[src/rtl/ray_coord_scheduler.sv]
// Raster coordinate issuer for the ray-march unit: walks the screen, issues one
// fixed-point (x, y) per credit-backed slot, drains at end of frame, pulses frame_done.
module ray_coord_scheduler #(
  parameter int          SCREEN_W     = 640,
  parameter int          SCREEN_H     = 480,
  parameter logic [31:0] COORD_STEP   = 32'h00200000,
  parameter int          MAX_INFLIGHT = 16,
  parameter int          CNT_W        = 8
) (
  input  logic             clk,
  input  logic             rst_gen,
  input  logic             enable,
  input  logic             ds_ready,
  input  logic             retire,
  output logic [31:0]      screen_x,
  output logic [31:0]      screen_y,
  output logic             coord_valid,
  output logic             sof_tag,
  output logic             eol_tag,
  output logic             frame_done,
  output logic [CNT_W-1:0] inflight,
  output logic             busy,
  output logic             err_underflow
);
  localparam int XW = (SCREEN_W > 1) ? $clog2(SCREEN_W) : 1;
  localparam int YW = (SCREEN_H > 1) ? $clog2(SCREEN_H) : 1;
  localparam logic [XW-1:0]    X_LAST = XW'(SCREEN_W - 1);
  localparam logic [YW-1:0]    Y_LAST = YW'(SCREEN_H - 1);
  localparam logic [CNT_W-1:0] MAX_Q  = CNT_W'(MAX_INFLIGHT);

  typedef enum logic [1:0] {IDLE, RUN, DRAIN} state_t;

  state_t            state_q, state_d;
  logic [XW-1:0]     x_idx_q, x_idx_d;
  logic [YW-1:0]     y_idx_q, y_idx_d;
  logic [31:0]       x_acc_q, x_acc_d, y_acc_q, y_acc_d;
  logic [31:0]       screen_x_q, screen_x_d, screen_y_q, screen_y_d;
  logic              coord_valid_q, coord_valid_d, sof_q, sof_d, eol_q, eol_d;
  logic              frame_done_q, frame_done_d, err_q, err_d;
  logic [CNT_W-1:0]  inflight_q, inflight_d;
  logic              issue, underflow;

  always_comb begin
    state_d       = state_q;
    x_idx_d       = x_idx_q;
    y_idx_d       = y_idx_q;
    x_acc_d       = x_acc_q;
    y_acc_d       = y_acc_q;
    screen_x_d    = screen_x_q;
    screen_y_d    = screen_y_q;
    coord_valid_d = 1'b0;
    sof_d         = 1'b0;
    eol_d         = 1'b0;
    frame_done_d  = 1'b0;
    issue         = (state_q == RUN) && ds_ready && (inflight_q < MAX_Q);
    underflow     = retire && (inflight_q == '0);
    err_d         = err_q | underflow;

    // Credit counter: a retire against zero credits is absorbed and flagged.
    inflight_d = inflight_q;
    if (issue && !retire)      inflight_d = inflight_q + CNT_W'(1);
    else if (!issue && retire) inflight_d = underflow ? '0 : inflight_q - CNT_W'(1);

    case (state_q)
      IDLE: begin
        if (enable) begin
          state_d = RUN;
          x_idx_d = '0;
          y_idx_d = '0;
          x_acc_d = '0;
          y_acc_d = '0;
        end
      end
      RUN: begin
        if (issue) begin
          coord_valid_d = 1'b1;
          screen_x_d    = x_acc_q;
          screen_y_d    = y_acc_q;
          sof_d         = (x_idx_q == '0) && (y_idx_q == '0);
          eol_d         = (x_idx_q == X_LAST);
          if (x_idx_q != X_LAST) begin
            x_idx_d = x_idx_q + XW'(1);
            x_acc_d = x_acc_q + COORD_STEP;
          end else begin
            x_idx_d = '0;
            x_acc_d = '0;
            if (y_idx_q != Y_LAST) begin
              y_idx_d = y_idx_q + YW'(1);
              y_acc_d = y_acc_q + COORD_STEP;
            end else begin
              y_idx_d = '0;
              y_acc_d = '0;
              state_d = DRAIN;
            end
          end
        end
      end
      DRAIN: begin
        // inflight_d already folds in a retire landing this cycle.
        if (inflight_d == '0) begin
          frame_done_d = 1'b1;
          state_d      = enable ? RUN : IDLE;
        end
      end
      default: state_d = IDLE;
    endcase
  end

  always_ff @(posedge clk) begin
    if (rst_gen) begin
      state_q       <= IDLE;
      x_idx_q       <= '0;
      y_idx_q       <= '0;
      x_acc_q       <= '0;
      y_acc_q       <= '0;
      screen_x_q    <= '0;
      screen_y_q    <= '0;
      coord_valid_q <= 1'b0;
      sof_q         <= 1'b0;
      eol_q         <= 1'b0;
      frame_done_q  <= 1'b0;
      err_q         <= 1'b0;
      inflight_q    <= '0;
    end else begin
      state_q       <= state_d;
      x_idx_q       <= x_idx_d;
      y_idx_q       <= y_idx_d;
      x_acc_q       <= x_acc_d;
      y_acc_q       <= y_acc_d;
      screen_x_q    <= screen_x_d;
      screen_y_q    <= screen_y_d;
      coord_valid_q <= coord_valid_d;
      sof_q         <= sof_d;
      eol_q         <= eol_d;
      frame_done_q  <= frame_done_d;
      err_q         <= err_d;
      inflight_q    <= inflight_d;
    end
  end

  assign screen_x      = screen_x_q;
  assign screen_y      = screen_y_q;
  assign coord_valid   = coord_valid_q;
  assign sof_tag       = sof_q;
  assign eol_tag       = eol_q;
  assign frame_done    = frame_done_q;
  assign inflight      = inflight_q;
  assign busy          = (state_q != IDLE);
  assign err_underflow = err_q;
endmodule

[config.mk]
export PLATFORM = sky130hd
export DESIGN_NAME = ray_coord_scheduler
export DESIGN_NICKNAME = d
export VERILOG_FILES = /design/src/rtl/ray_coord_scheduler.sv
export SDC_FILE = /design/constraint.sdc
export NUM_CORES = 1
export LEC_CHECK = 0
export ABC_AREA = 1
export CORE_MARGIN = 1.5
export CORE_UTILIZATION = 35
export CTS_BUF_LIST = sky130_fd_sc_hd__clkbuf_8
export CTS_CLUSTER_DIAMETER = 30
export DETAILED_ROUTE_END_ITERATION = 10
export PLACE_DENSITY = 0.69
export SLEW_MARGIN = 25
export SYNTH_ARGS = -nofsm -noshare
export SYNTH_HDL_FRONTEND = slang
export SYNTH_SLANG_ARGS = --single-unit
export TNS_END_PERCENT = 50
[constraint.sdc]
create_clock -name clk -period 3.5 [get_ports clk]
set_input_delay 0.875 -clock clk [delete_from_list [all_inputs] [get_ports clk]]
set_output_delay 0.875 -clock clk [all_outputs]
set_load 0.02 [all_outputs]
==> results of run 1 <==
critical path, cell delays in order:
cell and delay, ns:
clkdlybuf4s50_1 0.48, nand3_2 0.13, nor2_4 0.15, buf_4 0.32, nand2_1 0.21, inv_1 0.14
nand2_1 0.06, nand3_1 0.10, nor2_1 0.06, nand3_1 0.10, nand2_1 0.07, a21oi_1 0.14
nor2_1 0.05
synthesized netlist by cell type, drive strengths merged:
library cell	count
nor3b	3
a221oi	1
ha	9
nand2	76
o32ai	1
xnor2	2
o21ai	53
a21oi	48
dfxtp	78
nor3	13
nand3	26
nand3b	1
nor2	77
buf	45
nor4	4
a31oi	1
o21a	2
xor2	3
o211a	1
nand4	9
clkbuf	11
inv	70
o221a	1
a21o	1
or2	3
a211oi	2
conb	1
routing by layer:
| layer | global-route usage (%) | wire, um | vias up |
|---|---|---|---|
| li1 | - | - | 1745 |
| met1 | 19.9 | 4120 | 1609 |
| met2 | 24.8 | 4060 | 92 |
| met3 | 3.32 | 432 | 10 |
| met4 | 5.84 | 97 | 0 |
| met5 | 0 | 0 | - |
power by group:
group	switching [mW]	leakage (nW)	internal, mW
Clock	0.332	0.0953	0.324
Sequential	0.112	0.633	1.02
Combinational	0.820	1.13	0.462
Total	1.26	1.85	1.80
cell families (layout without fill, tap and decap cells):
family,count (synthesis),in the layout,share of synthesized area [%]
flip-flops,78,78,39.3
AO/OA/AOI/OAI,111,111,15.3
XOR/XNOR,5,5,1.10
AND/OR/NAND/NOR,212,212,25.2
adder cells (fa/ha/maj),9,9,2.83
buffers and inverters,126,129,16.2
other,1,42,0.0944
state kept, by name, indices dropped and copies added (netlist names):
name,flops
x_acc_q,11
eol_tag,1
inflight,8
coord_valid,1
err_underflow,1
screen_y,11
y_acc_q,11
y_idx_q,9
frame_done,1
state_q,2
x_idx_q,10
screen_x,11
sof_tag,1
final cells by class:
class                   instances  area [um2]
clock buffers                   9         124
clock inverters                 6        61.3
fillers                      1128        6400
inverters                      70         263
multi-input cells             379        1920
flip-flops and latches         78        1560
well taps                     140         175
repair buffers                 44         430
worst max-delay path by stage:
stage | from | to | slack (ns) | cells after the start
5_1_grt | ds_ready | state_q[0] | 0.64 | 13
4_1_cts | ds_ready | state_q[0] | 0.87 | 13
3_5_place_dp | ds_ready | state_q[0] | 0.50 | 13
6_report | ds_ready | state_q[0] | 0.85 | 13
3_3_place_gp | ds_ready | y_idx_q[6] | 0.54 | 10
2_1_floorplan | ds_ready | y_acc_q[30] | 1.38 | 10
per-stage QoR:
step | util (%) | power, mW | cells | setup WS [ns]
6_report | 41.5 | 3.06 | 726 | 0.852
5_1_grt | 41.5 | 3.28 | 726 | 0.644
4_1_cts | 41.5 | 3.09 | 726 | 0.874
3_5_place_dp | 39.8 | 2.42 | 711 | 0.499
3_3_place_gp | 39.8 | 2.40 | 711 | 0.540
2_1_floorplan | - | 2.04 | 583 | 1.38
==> impl_metrics.ini, run 1 <==
[cts]
clkTransAtPathRegs_ns = 0.08
clk_latency_ns = 0.35
clk_path_buf_depth = 2
clockRootBuffer = clkbuf_8
post_cts_buffers = 0
cts.sinks = 78
cts_htree_levels = 3
cts_tree = done
post_cts_resized = 0
ctsHoldBuffers = 0
numCtsBuffers = 9

[detailed_routing]
drt_iter0_markers = 196
viasPerCell = 4.76
dr.pass1.iters = 4
drtAntennaViolNets = 0
drc = 0
num_vias = 3456
wl_um = 8710
avgRoutedWirePerCell_um = 12.0

[layout]
final_common_cell = dfxtp_1
nNetsFinal = 596
synthToLayoutAreaGrowth_pct = 14.2
design_area_mm2 = 0.00454
drive_gt1_share_pct = 7.68
layout_common_cells = dfxtp_1 (78), nand2_1 (74), nor2_1 (70)
antenna_cells = 0

[timing]
timing.fmax_ghz = 0.378
hold_viol = 0
worst_pin_slew_ns = 0.577
min_period_over_period_pct = 75.7
finalMaxSlewViolations = 0
fin_crit_ns = 2.65
hold_ws_ns = 0.475
max-slew-margin-rel_pct = 61.5
final-setup-viol-count = 0
rsz0062_at_grt = no
setup_tns_ns = 0
fin_skew_ns = 0.0111

[placed_design]
routabilityCongestion = 0.884
dpl.hpwl_um = 6420
placed_area_mm2 = 0.00435
portBuffers = 40

[yosys]
synthDistinctLibCells = 41
yosysTopAreaCellShare_pct = 39.3
ys_seq_area_share_pct = 39.3
synth_area_leaders = dfxtp_1 (39%), buf_4 (8.1%), nand2_1 (7.0%)
yosysWarnings = 0
syn_avg_cell_area_um2 = 7.33
netlist_area_mm2 = 0.00397
ys_ff_latch = 78
synth_top_area_cell = dfxtp_1
netlist_instances = 542

[hold_path]
holdPathEnd = err_underflow
hold_path.class = flop to flop
hold_path_depth = 2
worstHoldStart = err_underflow

[floorplan]
io_pins = 83
die_area_mm2 = 0.0120
die_h_um = 110
die_w_um = 110
fp.coreArea_mm2 = 0.0109
rows = 38
initial_utilization_pct = 36.3

[grt]
grt_pass1_wl_um = 14400
grt_overflow_total = 0
first_global_vias = 3176
grt_max_degree = 41
antenna_found_initial = 0
gr-usage-all-layers_pct = 15.3

[worst_setup_path]
worst_r2r_startpoint = x_idx_q[1]
path_max_fanout = 40
reg2reg_to = y_idx_q[3]
rrSetupSlack_ns = 1.32
critPathLaunchType = input port
crit_type = input port to flop
r2r_cells = 10
arrival_ns = 2.88
cp-end-kind = flop
critPathRequiredTime_ns = 3.73

[status]
status = finished, final reports clean

[power]
peakVddDrop_mv = 0.467
power.leakage_nw = 1.85
power.density_mw_per_mm2 = 675

[job]
maxCapViolCount = 0
(Power assumes the default switching activity.)
==> run 2: changes to the inputs <==
Settings changed: PLACE_DENSITY 0.69 to 0.72.
Clock period 3.5 ns to 2.2 ns, I/O delays scaled along.
==> run 2 against run 1 <==
Compared with the run above: via count is 3.8% higher; wire length is 4.6% higher; first-iteration DRC count is 34% lower.
==> impl_metrics.ini, run 2 (same netlist as run 1, synthesis figures left out) <==
[timing]
hold_viol = 0
fin_skew_ns = 0.0112
fin_crit_ns = 2.11
min_period_over_period_pct = 95.9
timing.fmax_ghz = 0.474
hold_ws_ns = 0.478
finalMaxSlewViolations = 0
final-setup-viol-count = 0

[layout]
design_area_mm2 = 0.00489
antenna_cells = 0
final_cells = 766
drive_gt1_share_pct = 14.2
layout_common_cells = dfxtp_1 (77), nand2_1 (73), nor2_1 (70)
synthToLayoutAreaGrowth_pct = 23.1
nNetsFinal = 635
fin_util_pct = 44.7
final_common_cell = dfxtp_1

[power]
power.leakage_nw = 2.05
power.density_mw_per_mm2 = 1080
total_power_mw = 5.27
peakVddDrop_mv = 0.631

[cts]
cts_tree = done
clkTransAtPathRegs_ns = 0.09
clk_path_buf_depth = 2
cts_htree_levels = 3
clockRootBuffer = clkbuf_8
numCtsBuffers = 9
ctsHoldBuffers = 0
cts.sinks = 78
clk_latency_ns = 0.37

[grt]
grt_overflow_total = 0
first_global_vias = 3389
antenna_found_initial = 0
gr-usage-all-layers_pct = 15.9
grt_pass1_wl_um = 15000
grt_max_degree = 38

[placed_design]
routabilityCongestion = 0.899
portBuffers = 40
dp_cells = 748
placed_area_mm2 = 0.00465
dpl.hpwl_um = 6790

[floorplan]
rows = 38
die_w_um = 110
die_h_um = 110
die_area_mm2 = 0.0120
initial_utilization_pct = 36.3
fp.coreArea_mm2 = 0.0109
io_pins = 83

[worst_setup_path]
critPathRequiredTime_ns = 1.65
crit_type = flop to output port
crit_end = busy
path_max_fanout = 7
r2r_cells = 10
cp-end-kind = output port
cp-startpoint = state_q[0]
arrival_ns = 1.56
critPathLaunchType = flop
reg2reg_to = y_acc_q[31]
rrSetupSlack_ns = 0.20
worst_r2r_startpoint = x_idx_q[1]

[detailed_routing]
drtAntennaViolNets = 0
drt_iter0_markers = 129
dr.pass1.iters = 7
wl_um = 9120
viasPerCell = 4.68
num_vias = 3588
avgRoutedWirePerCell_um = 11.9
drc = 0

[hold_path]
hold_path.class = flop to flop

[status]
status = finished, final reports clean

[job]
maxCapViolCount = 0
-- run 2: cell types whose count changed in the layout (fill, tap and decap cells not counted), sizes merged --
cell,change
clkinv,-2
inv,+1
buf,+39
clkinvlp,+2
-- run 2: timing repair --
item | 4_1_cts | 5_1_grt
resized for setup | 0 | 5
setup buffers | 0 | 2
endpoints found under the setup margin | 0 | 7
hold endpoints to repair | 0 | 0
-- run 2: routing by layer --
metal	global-route usage [%]	up-vias	part of all wire (%)
met4	5.66	0	2.1
met3	4.92	19	4.9
met5	0	-	0
met2	26.8	95	48
li1	-	1829	-
met1	18.8	1645	45
-- run 2: layout make-up --
| class | instances | area [um2] |
|---|---|---|
| Inverter | 70 | 263 |
| Clock inverter | 7 | 81.3 |
| Sequential cell | 78 | 1560 |
| Fill cell | 1109 | 6040 |
| Multi-Input combinational cell | 379 | 1940 |
| Clock buffer | 9 | 124 |
| Timing Repair Buffer | 83 | 748 |
| Tap cell | 140 | 175 |
-- run 2: worst min path at each step --
| stage | start | endpoint | slack, ns | depth (start not counted) |
|---|---|---|---|---|
| after floorplan | y_idx_q[7] | y_idx_q[7] | 0.44 | 2 |
| after global placement | err_underflow | err_underflow | 0.45 | 2 |
| after detailed placement | err_underflow | err_underflow | 0.47 | 2 |
| after CTS | y_idx_q[7] | y_idx_q[7] | 0.48 | 2 |
| after global routing | y_idx_q[7] | y_idx_q[7] | 0.50 | 2 |
| final | y_idx_q[7] | y_idx_q[7] | 0.48 | 2 |
-- run 2: report_power, final --
part,total (mW),leakage (nW),switching [mW],internal [mW]
sequential,1.79,0.633,0.176,1.62
combinational,2.36,1.32,1.37,0.997
clock,1.12,0.0940,0.581,0.537
total,5.27,2.05,2.12,3.15
-- run 2: metrics by stage --
stage	setup slack (ns)	TNS (ns)
detailed placement	-0.228	-4.21
CTS	0.0312	0
global route	-0.00623	-0.0135
global placement	-0.161	-3.15
finish	0.0902	0
floorplan	0.403	0
-- run 2: worst max-delay path, stage by stage (launching register included) --
cell	delay [ns]
dfxtp_2	0.37
or2_2	0.29
clkdlybuf4s50_1	0.54
==> run 3: changes to the inputs <==
--- a/config.mk
+++ b/config.mk
@@ -8,3 +8,3 @@
 export ABC_AREA = 1
-export CORE_MARGIN = 1.5
+export CORE_MARGIN = 10
 export CORE_UTILIZATION = 35
@@ -13,3 +13,3 @@
 export DETAILED_ROUTE_END_ITERATION = 10
-export PLACE_DENSITY = 0.72
+export PLACE_DENSITY = 0.69
 export SLEW_MARGIN = 25
==> constraint.sdc (replaced) <==
create_clock -name clk -period 2.13 [get_ports clk]
set_input_delay 0.5325 -clock clk [delete_from_list [all_inputs] [get_ports clk]]
set_output_delay 0.5325 -clock clk [all_outputs]
set_load 0.1 [all_outputs]
==> run 3 against run 2 <==
Compared with the run above: total power is 29% higher; final cell count decreased by 0.13%; combinational power up 65%; critical path depth is 8 higher; sequential share of layout area rose by 0.64 points; first-iteration DRC count increased by 83%; clock-buffer cell count did not move; wire length up 9.0%; sequential cell count unchanged; non-clock buffer count is 1 lower; sequential power rose by 4%; via count decreased by 0.67%; critical path type is now input port to flop; largest power group unchanged.
==> impl_metrics.ini, run 3 (same netlist as run 1, synthesis figures left out) <==
[layout]
fillers = 1134
antenna_cells = 0
multi_input_area_mm2 = 0.00197
layout_common_cells = buf_4 (75), nand2_1 (72), dfxtp_1 (71)
final_common_cell = buf_4
register_area_mm2 = 0.00157
nNetsFinal = 634
synthToLayoutAreaGrowth_pct = 21.3
drive_gt1_share_pct = 21.9
design_area_mm2 = 0.00482
fin_util_pct = 43.9
final_cells = 765

[worst_setup_path]
cpMaxStageDelayCell = clkdlybuf4s50_1
path_max_fanout = 10
max_stage_delay_ns = 0.49
cp-end-kind = flop
cp_common_cell = nor2_4
arrival_ns = 2.28
crit_type = input port to flop
critPathRequiredTime_ns = 2.37
worstPathCellList = clkdlybuf4s50_1, nand3_2, nor2_4, nor2_2, nor2_4, nand2_8, nor3_4, nand3_1, o21ai_1, a21oi_1
r2r_cells = 10
critPathLaunchType = input port

[cts]
cts_tree = done
clk_path_buf_depth = 2
clkTransAtPathRegs_ns = 0.09
cts.sinks = 78
clockRootBuffer = clkbuf_8
numCtsBuffers = 9
clk_latency_ns = 0.34
cts_htree_levels = 3

[timing]
fin_skew_ns = 0.0125
fin_crit_ns = 2.04
finalMaxSlewViolations = 0
final-setup-viol-count = 0
timing.fmax_ghz = 0.491
hold_ws_ns = 0.473
hold_viol = 0
layout_setup_ws_ns = 0.0935
setup_tns_ns = 0
min_period_over_period_pct = 95.6
rsz0062_at_grt = yes

[hold_path]
hold_path_depth = 2
hold_path.class = flop to flop

[grt]
grt_overflow_total = 0
grt_pass1_wl_um = 16400
grt_max_degree = 38
antenna_found_initial = 0
first_global_vias = 3541
gr-usage-all-layers_pct = 11.8

[floorplan]
rows = 38
die_area_mm2 = 0.0160
die_w_um = 127
die_h_um = 127
io_pins = 83
fp.coreArea_mm2 = 0.0110
initial_utilization_pct = 36.2

[placed_design]
post-place-ws_ns = -0.313
dp_cells = 746
placed_area_mm2 = 0.00457
dpl.hpwl_um = 7530
routabilityCongestion = 0.894
portBuffers = 40

[detailed_routing]
wl_um = 9940
num_vias = 3564
drc = 0
dr.pass1.iters = 4
avgRoutedWirePerCell_um = 13.0
drtAntennaViolNets = 0
viasPerCell = 4.66
drt_iter0_markers = 236

[power]
peakVddDrop_mv = 1.11
total_power_mw = 6.80
power.leakage_nw = 2.11
power.density_mw_per_mm2 = 1410

[job]
maxCapViolCount = 0

[status]
status = finished, final reports clean
==> run 3: cell count changes in the layout (fill, tap and decap cells not counted), sizes merged <==
cell           delta
clkinvlp          -1
inv               +1
clkdlybuf4s50    -36
bufinv            -1
buf              +35
clkinv            +1
==> run 3: layout make-up <==
cell class | count | share of cell area (%)
Clock buffer | 9 | 2.57
Timing Repair Buffer | 82 | 13.8
Inverter | 70 | 5.45
Clock inverter | 7 | 1.14
Tap cell | 140 | 3.64
Sequential cell | 78 | 32.6
Multi-Input combinational cell | 379 | 40.8
==> run 3: final timing paths <==
check,start,end,slack (ns)
max,ds_ready,y_acc_q[31],0.09
min,err_underflow,err_underflow,0.47
max reg2reg,inflight[4],y_acc_q[31],0.14
min reg2reg,err_underflow,err_underflow,0.47
==> run 3: report_power, final <==
| group | total [mW] | switching (mW) | leakage [nW] | internal [mW] |
|---|---|---|---|---|
| Combinational | 3.90 | 2.90 | 1.39 | 1.00 |
| Clock | 1.03 | 0.590 | 0.0866 | 0.436 |
| Sequential | 1.87 | 0.193 | 0.636 | 1.68 |
| Total | 6.80 | 3.68 | 2.11 | 3.12 |
==> run 3: timing repair <==
action | CTS | global route
resized for setup | 0 | 14
setup endpoints to repair | 0 | 13
buffers inserted | 0 | 3
endpoints found under the hold margin | 0 | 0
hold buffers | 0 | 0
==> run 3: critical path: cells and delay by family <==
kind,cells,cell delay [ns]
AND/OR/NAND/NOR,7,1.06
buffers and inverters,1,0.49
AO/OA/AOI/OAI,2,0.19
==> run 3: layer usage <==
| metal | up-vias | part of all wire (%) | GRT usage [%] |
|---|---|---|---|
| met5 | - | 0 | 0 |
| met4 | 0 | 1.4 | 4.02 |
| met3 | 18 | 6.4 | 3.58 |
| met2 | 89 | 50 | 20.2 |
| met1 | 1633 | 43 | 13.8 |
| li1 | 1824 | - | - |
